File: src/rtl/seg_bcd_formatter_if.sv
// seg_bcd_formatter_if: request/result bundle between a calculator core and the segment formatter
interface seg_bcd_formatter_if;
    logic        start;
    logic [26:0] value;
    logic        neg;
    logic        busy;
    logic        done;
    logic [7:0]  LED0;
    logic [7:0]  LED1;
    logic [7:0]  LED2;
    logic [7:0]  LED3;
    logic [7:0]  LED4;
    logic [7:0]  LED5;
    logic [7:0]  LED6;
    logic [7:0]  LED7;

    modport master (
        output start, value, neg,
        input  busy, done, LED0, LED1, LED2, LED3, LED4, LED5, LED6, LED7
    );

    modport slave (
        input  start, value, neg,
        output busy, done, LED0, LED1, LED2, LED3, LED4, LED5, LED6, LED7
    );
endinterface

File: src/rtl/seg_bcd_formatter.sv
// seg_bcd_formatter: sequential double-dabble to eight held active-low 7-seg digits; SEG_LZB_EN enables leading-zero blanking
module seg_bcd_formatter #(
    parameter logic [7:0] BLANK_PAT = 8'hFF,
    parameter logic [7:0] DASH_PAT  = 8'hBF
) (
    input logic           clk,
    input logic           rst_n,
    seg_bcd_formatter_if.slave bus
);
`ifdef SEG_LZB_EN
    localparam bit LZB = 1'b1;
`else
    localparam bit LZB = 1'b0;
`endif

    typedef enum logic [1:0] {IDLE, SHIFT, FORMAT} state_t;

    state_t      state;
    state_t      state_next;
    logic [26:0] bin;
    logic [26:0] val_q;
    logic        neg_q;
    logic [31:0] bcd;
    logic [31:0] bcd_adj;
    logic [4:0]  cnt;
    logic        ovf;
    logic        neg_eff;
    logic [8:0]  lz;
    logic        run;
    logic        done_q;
    logic [7:0]  pat   [8];
    logic [7:0]  led_q [8];

    function automatic logic [7:0] seg_code(input logic [3:0] d);
        case (d)
            4'd0:    seg_code = 8'hC0;
            4'd1:    seg_code = 8'hF9;
            4'd2:    seg_code = 8'hA4;
            4'd3:    seg_code = 8'hB0;
            4'd4:    seg_code = 8'h99;
            4'd5:    seg_code = 8'h92;
            4'd6:    seg_code = 8'h82;
            4'd7:    seg_code = 8'hF8;
            4'd8:    seg_code = 8'h80;
            4'd9:    seg_code = 8'h90;
            default: seg_code = BLANK_PAT;
        endcase
    endfunction

    // FSM state register
    always_ff @(posedge clk or negedge rst_n) begin
        if (!rst_n)
            state <= IDLE;
        else
            state <= state_next;
    end

    // FSM next state: 27 shift cycles, then one format cycle; start only heard in IDLE
    always_comb begin
        state_next = IDLE;
        state_next = state == IDLE  ? (bus.start ? SHIFT : IDLE) :
                     state == SHIFT ? (cnt == 5'd26 ? FORMAT : SHIFT) : IDLE;
    end

    // Double-dabble correction: bump every BCD nibble >= 5 before the shift
    always_comb begin
        bcd_adj = bcd;
        for (int i = 0; i < 8; i++)
            bcd_adj[4*i +: 4] = bcd[4*i +: 4] >= 4'd5 ? bcd[4*i +: 4] + 4'd3 : bcd[4*i +: 4];
    end

    // Operand capture and shift engine
    always_ff @(posedge clk or negedge rst_n) begin
        if (!rst_n) begin
            bin   <= '0;
            val_q <= '0;
            neg_q <= 1'b0;
            bcd   <= '0;
            cnt   <= '0;
        end else if (state == IDLE && bus.start) begin
            bin   <= bus.value;
            val_q <= bus.value;
            neg_q <= bus.neg;
            bcd   <= '0;
            cnt   <= '0;
        end else if (state == SHIFT) begin
            {bcd, bin} <= {bcd_adj, bin} << 1;
            cnt        <= cnt + 5'd1;
        end
    end

    assign ovf     = val_q > 27'd99_999_999 || (neg_q && val_q > 27'd9_999_999);
    assign neg_eff = neg_q && val_q != '0;

    // Segment encoding: lz[i] marks digit i as a leading zero (the ones digit never is)
    always_comb begin
        run = 1'b1;
        lz  = '0;
        for (int i = 0; i < 7; i++) begin
            run   = run && bcd[28-4*i +: 4] == 4'd0;
            lz[i] = run;
        end
        for (int i = 0; i < 8; i++)
            pat[i] = (ovf || (neg_eff && (LZB ? lz[i] && !lz[i+1] : i == 0))) ? DASH_PAT :
                     (LZB && lz[i]) ? BLANK_PAT : seg_code(bcd[28-4*i +: 4]);
    end

    // Output hold registers: only the FORMAT edge updates the digits
    always_ff @(posedge clk or negedge rst_n) begin
        if (!rst_n) begin
            done_q <= 1'b0;
            for (int i = 0; i < 8; i++)
                led_q[i] <= BLANK_PAT;
        end else begin
            done_q <= state == FORMAT;
            if (state == FORMAT)
                for (int i = 0; i < 8; i++)
                    led_q[i] <= pat[i];
        end
    end

    assign bus.busy = state != IDLE;
    assign bus.done = done_q;
    assign bus.LED0 = led_q[0];
    assign bus.LED1 = led_q[1];
    assign bus.LED2 = led_q[2];
    assign bus.LED3 = led_q[3];
    assign bus.LED4 = led_q[4];
    assign bus.LED5 = led_q[5];
    assign bus.LED6 = led_q[6];
    assign bus.LED7 = led_q[7];
endmodule

File: src/flat_wrapper.sv
// flat-port wrapper written by rule: the top's interface ports become plain ports
module seg_bcd_formatter_flat 
#(
    parameter logic [7:0] BLANK_PAT = 8'hFF,
    parameter logic [7:0] DASH_PAT  = 8'hBF
)
  (clk, rst_n, bus_start, bus_value, bus_neg, bus_busy, bus_done, bus_LED0, bus_LED1, bus_LED2, bus_LED3, bus_LED4, bus_LED5, bus_LED6, bus_LED7);
  seg_bcd_formatter_if bus_i ();
  input logic clk;
  input logic rst_n;
  input wire logic [$bits(bus_i.start)-1:0] bus_start;
  input wire logic [$bits(bus_i.value)-1:0] bus_value;
  input wire logic [$bits(bus_i.neg)-1:0] bus_neg;
  output wire logic [$bits(bus_i.busy)-1:0] bus_busy;
  output wire logic [$bits(bus_i.done)-1:0] bus_done;
  output wire logic [$bits(bus_i.LED0)-1:0] bus_LED0;
  output wire logic [$bits(bus_i.LED1)-1:0] bus_LED1;
  output wire logic [$bits(bus_i.LED2)-1:0] bus_LED2;
  output wire logic [$bits(bus_i.LED3)-1:0] bus_LED3;
  output wire logic [$bits(bus_i.LED4)-1:0] bus_LED4;
  output wire logic [$bits(bus_i.LED5)-1:0] bus_LED5;
  output wire logic [$bits(bus_i.LED6)-1:0] bus_LED6;
  output wire logic [$bits(bus_i.LED7)-1:0] bus_LED7;
  assign bus_i.start = bus_start;
  assign bus_i.value = bus_value;
  assign bus_i.neg = bus_neg;
  assign bus_busy = bus_i.busy;
  assign bus_done = bus_i.done;
  assign bus_LED0 = bus_i.LED0;
  assign bus_LED1 = bus_i.LED1;
  assign bus_LED2 = bus_i.LED2;
  assign bus_LED3 = bus_i.LED3;
  assign bus_LED4 = bus_i.LED4;
  assign bus_LED5 = bus_i.LED5;
  assign bus_LED6 = bus_i.LED6;
  assign bus_LED7 = bus_i.LED7;
  seg_bcd_formatter #(.BLANK_PAT(BLANK_PAT), .DASH_PAT(DASH_PAT)) u_core (.clk(clk), .rst_n(rst_n), .bus(bus_i));
endmodule
File: config.mk
export PLATFORM = sky130hd
export DESIGN_NAME = seg_bcd_formatter_flat
export DESIGN_NICKNAME = d
export VERILOG_FILES = /design/src/rtl/seg_bcd_formatter_if.sv /design/src/rtl/seg_bcd_formatter.sv /design/src/flat_wrapper.sv
export SDC_FILE = /design/constraint.sdc
export NUM_CORES = 1
export LEC_CHECK = 0
export ABC_CLOCK_PERIOD_IN_PS = 2350
export CAP_MARGIN = 20
export CORE_ASPECT_RATIO = 0.75
export CORE_UTILIZATION = 30
export DETAILED_ROUTE_END_ITERATION = 7
export PLACE_DENSITY = 0.51
export SYNTH_ARGS = -nofsm -noshare
export SYNTH_HDL_FRONTEND = slang
export SYNTH_SLANG_ARGS = --single-unit
export TNS_END_PERCENT = 20
File: constraint.sdc
create_clock -name clk -period 2.35 [get_ports clk]
set_input_delay 0.47 -clock clk [delete_from_list [all_inputs] [get_ports clk]]
set_output_delay 0.47 -clock clk [all_outputs]
set_load 0.1 [all_outputs]
== Word-level counts from Yosys, hierarchy flattened ==
Memories as Yosys holds them, arrays and structs flattened.
Cells that the tools add are included.

* Register bits after elaboration: 159
* Memories: 8
* Bits in read-only memories: 896
* Input bits: 31
* Output and inout bits: 66
* Logic and storage cells: 80

{| class="wikitable"
|+ Memory list
! name !! depth !! bits a word !! rd ports !! clocked after Yosys merged registers in !! write ports !! RTL line !! RTL
|-
| (no name shown) || 16 || 7 || 1 || 0 || 0 || seg_bcd_formatter.sv:35 || <nowiki>case (d)</nowiki>
|-
| (no name shown) || 16 || 7 || 1 || 0 || 0 || seg_bcd_formatter.sv:35 ||
|-
| (no name shown) || 16 || 7 || 1 || 0 || 0 || seg_bcd_formatter.sv:35 ||
|-
| (no name shown) || 16 || 7 || 1 || 0 || 0 || seg_bcd_formatter.sv:35 ||
|-
| (no name shown) || 16 || 7 || 1 || 0 || 0 || seg_bcd_formatter.sv:35 ||
|-
| (no name shown) || 16 || 7 || 1 || 0 || 0 || seg_bcd_formatter.sv:35 ||
|-
| 2 more memories || - || - || - || - || - || - ||
|}

* Order comparisons: 10
* Reductions and logical operators: 9
* Multiplexer cells: 26
* Add/subtract/negate cells: 9
* Equality and inequality tests: 3

{| class="wikitable"
|+ Operators by type and width
! kind !! count
|-
| $mux 32 || 2
|-
| $mux 8 || 8
|-
| $mux 27 || 2
|-
| $ge 4x3->1 const B || 8
|-
| $add 4x2->4 const B || 7
|-
| $mux 4 || 7
|-
| $gt 27x24->1 const B || 1
|-
| $gt 27x27->1 const B || 1
|-
| $reduce_bool 27->1 || 1
|-
| $mux 5 || 2
|-
| $mux 2 || 3
|-
| $add 5x1->5 const B || 1
|-
| $eq 5x5->1 const B || 1
|-
| $reduce_bool 2->1 || 2
|-
| $add 3x2->3 const B || 1
|-
| $logic_and 1x1->1 || 3
|-
| $mux 3 || 1
|-
| $eq 2x1->1 const B || 1
|-
| $eq 2x2->1 const B || 1
|-
| $logic_not 2->1 || 1
|-
| $logic_or 1x1->1 || 2
|-
| $mux 1 || 1
|}

== Longest topological paths before layout ==
* Depth after elaboration: 5
* Gate-level depth with buffers: 7
* Mapped depth without buffers: 7

== Worst setup path before layout ==
OpenSTA, ideal clock, no wires.

* Path type: register -> register
* Start point: register u_core.val_q[12]
* End point: register u_core.led_q (netlist bit u_core.bus.LED0[1])
* Arrival time: 1841 ps
* Setup slack: 406 ps
* Clock period less this slack: 1944 ps
* Cell stages (with the launch flop): 8
* Setup time: 103 ps
* Buffers on the path: 2
* Required time: 2247 ps
* Cell sequence: dfrtp_1 or4_1 or3_1 o211ai_1 a211o_2 buf_6 buf_6 a41oi_1

* Cells in the longest elaborated chain, start to end: 5
* Elaborated cells between the ends (all ways): 8
* Classes of those cells: 2 x order compare; 1 x mux; 5 x reduce/logical

{| class="wikitable"
|+ RTL lines
! what !! RTL line !! RTL
|-
| start: declaration || seg_bcd_formatter.sv:21 || <nowiki>logic [26:0] val_q;</nowiki>
|-
| start signal: assignment || seg_bcd_formatter.sv:82 || <nowiki>val_q <= bus.value;</nowiki>
|-
| $gt 27x24->1 || seg_bcd_formatter.sv:92 || <nowiki>assign ovf = val_q > 27'd99_999_999 || (neg_q && val_q > 27'd9_999_999);</nowiki>
|-
| $logic_and 1x1->1 || seg_bcd_formatter.sv:92 ||
|-
| $logic_or 1x1->1 || seg_bcd_formatter.sv:92 ||
|-
| $logic_or 1x1->1 (*) || seg_bcd_formatter.sv:104 || <nowiki>pat[i] = (ovf || (neg_eff && (LZB ? lz[i] && !lz[i+1] : i == 0))) ? DASH_PAT :</nowiki>
|-
| $mux 8 (*) || seg_bcd_formatter.sv:104 ||
|-
| end signal: indexed assignment || seg_bcd_formatter.sv:118 || <nowiki>led_q[i] <= pat[i];</nowiki>
|-
| end: declaration || seg_bcd_formatter.sv:32 || <nowiki>logic [7:0] led_q [8];</nowiki>
|}

Mark *: on every way between the ends. The rest lies on a longest branch, timed or not.
A chain may end at the register's enable or synchronous reset.

== Worst setup path after layout ==
* Start point: register u_core.val_q[12]
* End point: register u_core.led_q (netlist bit u_core.bus.LED1[6])

* Cells in the longest elaborated chain, start to end: 4
* Elaborated cells between the ends (all ways): 5
* Classes of those cells: 2 x order compare; 1 x mux; 2 x reduce/logical

{| class="wikitable"
|+ RTL lines
! what !! RTL line
|-
| $gt 27x24->1 || seg_bcd_formatter.sv:92
|-
| $logic_and 1x1->1 || seg_bcd_formatter.sv:92
|-
| $logic_or 1x1->1 (*) || seg_bcd_formatter.sv:92
|-
| $mux 8 (*) || seg_bcd_formatter.sv:104
|}

Marked as above.

==> results.sh <==
export IMPL_cpMaxStageDelayCell="or4_1"
export IMPL_synth_distinct_cells=50
export IMPL_swShare_pct=45.0
export IMPL_crit_type="reg -> reg"
export IMPL_final_cell_mix="o21ai_0, nand2_1, nor2_1"
export IMPL_io_buffers=88
export IMPL_grt_max_degree=49
export IMPL_clock_fmax_ghz=0.465
export IMPL_die_h_um=145
export IMPL_hold_path_class="in -> async"
export IMPL_fillers=2793
export IMPL_path_delay_family="simple AND/OR/NAND/NOR gates"
export IMPL_p_leak_uw=0.00446
export IMPL_synth_area_per_cell_um2=9.02
export IMPL_num_io_pins=97
export IMPL_yosys_warnings=0
export IMPL_rsz0062_at_grt="false"
export IMPL_power_frac_clock_pct=20.6
export IMPL_drtIter0Drc=347
export IMPL_finalCriticalPeriod_ns=2.15
export IMPL_wl_per_cell_um=15.5
export IMPL_intPower_uw=7220
export IMPL_finalCritPeriodShare_pct=91.5
export IMPL_drtPass1Iterations=7
export IMPL_ctsHoldBuffers=1
export IMPL_final_setup_tns_ns=0
export IMPL_stdcell_count=1346
export IMPL_cp_end_kind="flop"
export IMPL_synthFlopType="dfrtp_1"
export IMPL_netlist_instances=913
export IMPL_die_w_um=193
export IMPL_cts_buffers_inserted=17
export IMPL_status="finished with violations"
export IMPL_wirelength_um=20900
export IMPL_grt_antenna_before_repair=0
export IMPL_ant_nets=0
export IMPL_arrival_ns=2.52
export IMPL_cts_buffer_depth=2
export IMPL_cp_required_ns=2.72
export IMPL_critPathMaxStageDelay_ns=0.56
export IMPL_drive_above_1_share_pct=18.2
export IMPL_worst_slack_ns=0.199
export IMPL_power_density_mw_per_mm2=1320
export IMPL_path_buf_inv=1
export IMPL_final_common_cell="o21ai_0"
export IMPL_grt_usage_pct=15.3
export IMPL_root_buffer="clkbuf_16"
export IMPL_p_switching_uw=5910
export IMPL_skew_ns=0.00992
export IMPL_synth_edf_count=0
export IMPL_ys_ff_latch=151
export IMPL_fin_util_pct=37.0
export IMPL_placed_cells=1313
export IMPL_diodes=0
export IMPL_worstMarginPinSlew_ns=0.529
export IMPL_cts_max_level=4
export IMPL_place_hpwl_um=14500
export IMPL_grt_pass1_wl_um=34700
export IMPL_via_count=6591
export IMPL_cts_sinks=151
export IMPL_coreArea_mm2=0.0269
export IMPL_row_count=52
export IMPL_start_util_pct=30.6
export IMPL_first_global_vias=6376
export IMPL_seq_area_frac_synth_pct=46.8
export IMPL_hold_viol_final=0
export IMPL_ir_drop_mv=0.592
export IMPL_postCtsSetupRepairBufs=0
export IMPL_async_reset_ff_share_pct=100
export IMPL_cts_tree="built"
export IMPL_seq_power_share_pct=35.9
export IMPL_final_net_count=1055
export IMPL_gp_congestion=0.854
export IMPL_crit_path_max_fanout=32
export IMPL_cts_resized=0
export IMPL_pwr_share_comb_pct=43.5
export IMPL_grt_overflow=0
export IMPL_die_area_mm2=0.0281
export IMPL_syn_to_final_growth_pct=21.1
export IMPL_setup_viol=0
export IMPL_slew_headroom_pct=64.7
export IMPL_cap_violations=0
export IMPL_timing_final_max_slew_violations=0
export IMPL_remaining_drc_errors=3
export IMPL_viasPerCell=4.90
export IMPL_clk_latency_ns=0.43
export IMPL_path_cells="or4_1, or3_1, o211ai_1, a211o_2, buf_12, a32o_1"
export IMPL_crit_path_start_kind="flop"
export IMPL_clkSlewWorstSetupHoldPaths_ns=0.07
export IMPL_syn_area_mm2=0.00823
export IMPL_dpl_worst_slack_ns=0.213
export IMPL_violations="design-rule violations"
## area by class of cell
class                      count  area [um2]  share of cell area, %
multi-input combinational    660        3960                   39.7
timing repair buffer         112         995                   9.98
tap                          351         439                   4.41
sequential                   151        3850                   38.6
clock inverter                13         134                   1.34
inverter                      40         150                   1.51
clock buffer                  19         443                   4.44
## cells by family after synthesis
logic type | share of synthesized area (%)
flops | 46.8
other cells | 0.0456
mux | 5.50
buf+inv | 5.78
xor+xnor | 1.38
fa+ha+maj | 6.38
simple gates | 15.9
compound gates | 18.3
## state kept, by name, summed over array words and instances, names as in the netlist
signal           cells
u_core.cnt           5
u_core.bus.LED7      7
u_core.bus.LED2      7
u_core.bus.LED0      7
u_core.bus.LED6      7
u_core.val_q        27
u_core.state         2
u_core.bus.LED4      7
u_core.bus.LED5      7
u_core.bin          27
u_core.neg_q         1
u_core.bus.LED1      7
u_core.bus.LED3      7
u_core.bus.done      1
u_core.bcd          32
## worst paths after layout
kind	start	end	slack, ns	cells after the start
min in group clk	u_core.bin[26]$_DFFE_PN0P_	u_core.bcd[0]$_DFFE_PN0P_	0.48	2
max in group asynchronous	rst_n	u_core.bus.LED6[4]$_DFFE_PN1P_	1.24	3
worst min-delay path	rst_n	u_core.bcd[26]$_DFFE_PN0P_	0.47	2
worst max register to register	u_core.val_q[12]$_DFFE_PN0P_	u_core.bus.LED1[6]$_DFFE_PN1P_	0.20	6
worst max-delay path	u_core.val_q[12]$_DFFE_PN0P_	u_core.bus.LED1[6]$_DFFE_PN1P_	0.20	6
worst min register to register	u_core.bin[26]$_DFFE_PN0P_	u_core.bcd[0]$_DFFE_PN0P_	0.48	2
## metrics by stage
step,total power [uW],hold slack (ns),instance area [um2]
after floorplan,8960,0.174,8260
after global placement,10400,0.371,9380
after detailed placement,10500,0.367,9380
after CTS,13300,0.467,9970
after global routing,14200,0.483,9970
final,13100,0.473,9970
## power groups by stage
stage	combinational, uW	clock, uW	sequential (uW)
final	5710	2710	4710
after global routing	6440	2900	4890
after CTS	5770	2790	4710
after detailed placement	5750	0	4740
after global placement	5690	0	4750
after floorplan	4160	0	4810
## synth_stat cells (13+ instances only)
cell,number,area [um2]
a31oi_1,28,175
a21oi_1,50,250
mux2i_1,43,430
dfstp_2,56,1470
nor2_1,108,405
ha_1,42,526
nand2_1,113,424
inv_1,40,150
o21ai_0,114,571
dfrtp_1,95,2380
nand3_1,31,155
a41oi_1,23,201
nand2b_1,13,81.3
clkbuf_1,45,169
## layer usage
metal	wire, um	track usage [%]	share of wire (%)
met1	10700	22.1	51
met2	9300	23.4	45
met3	643	2.85	3.1
met4	235	4.52	1.1
met5	0	0	0
No activity file was read; power rests on OpenSTA's default activity.
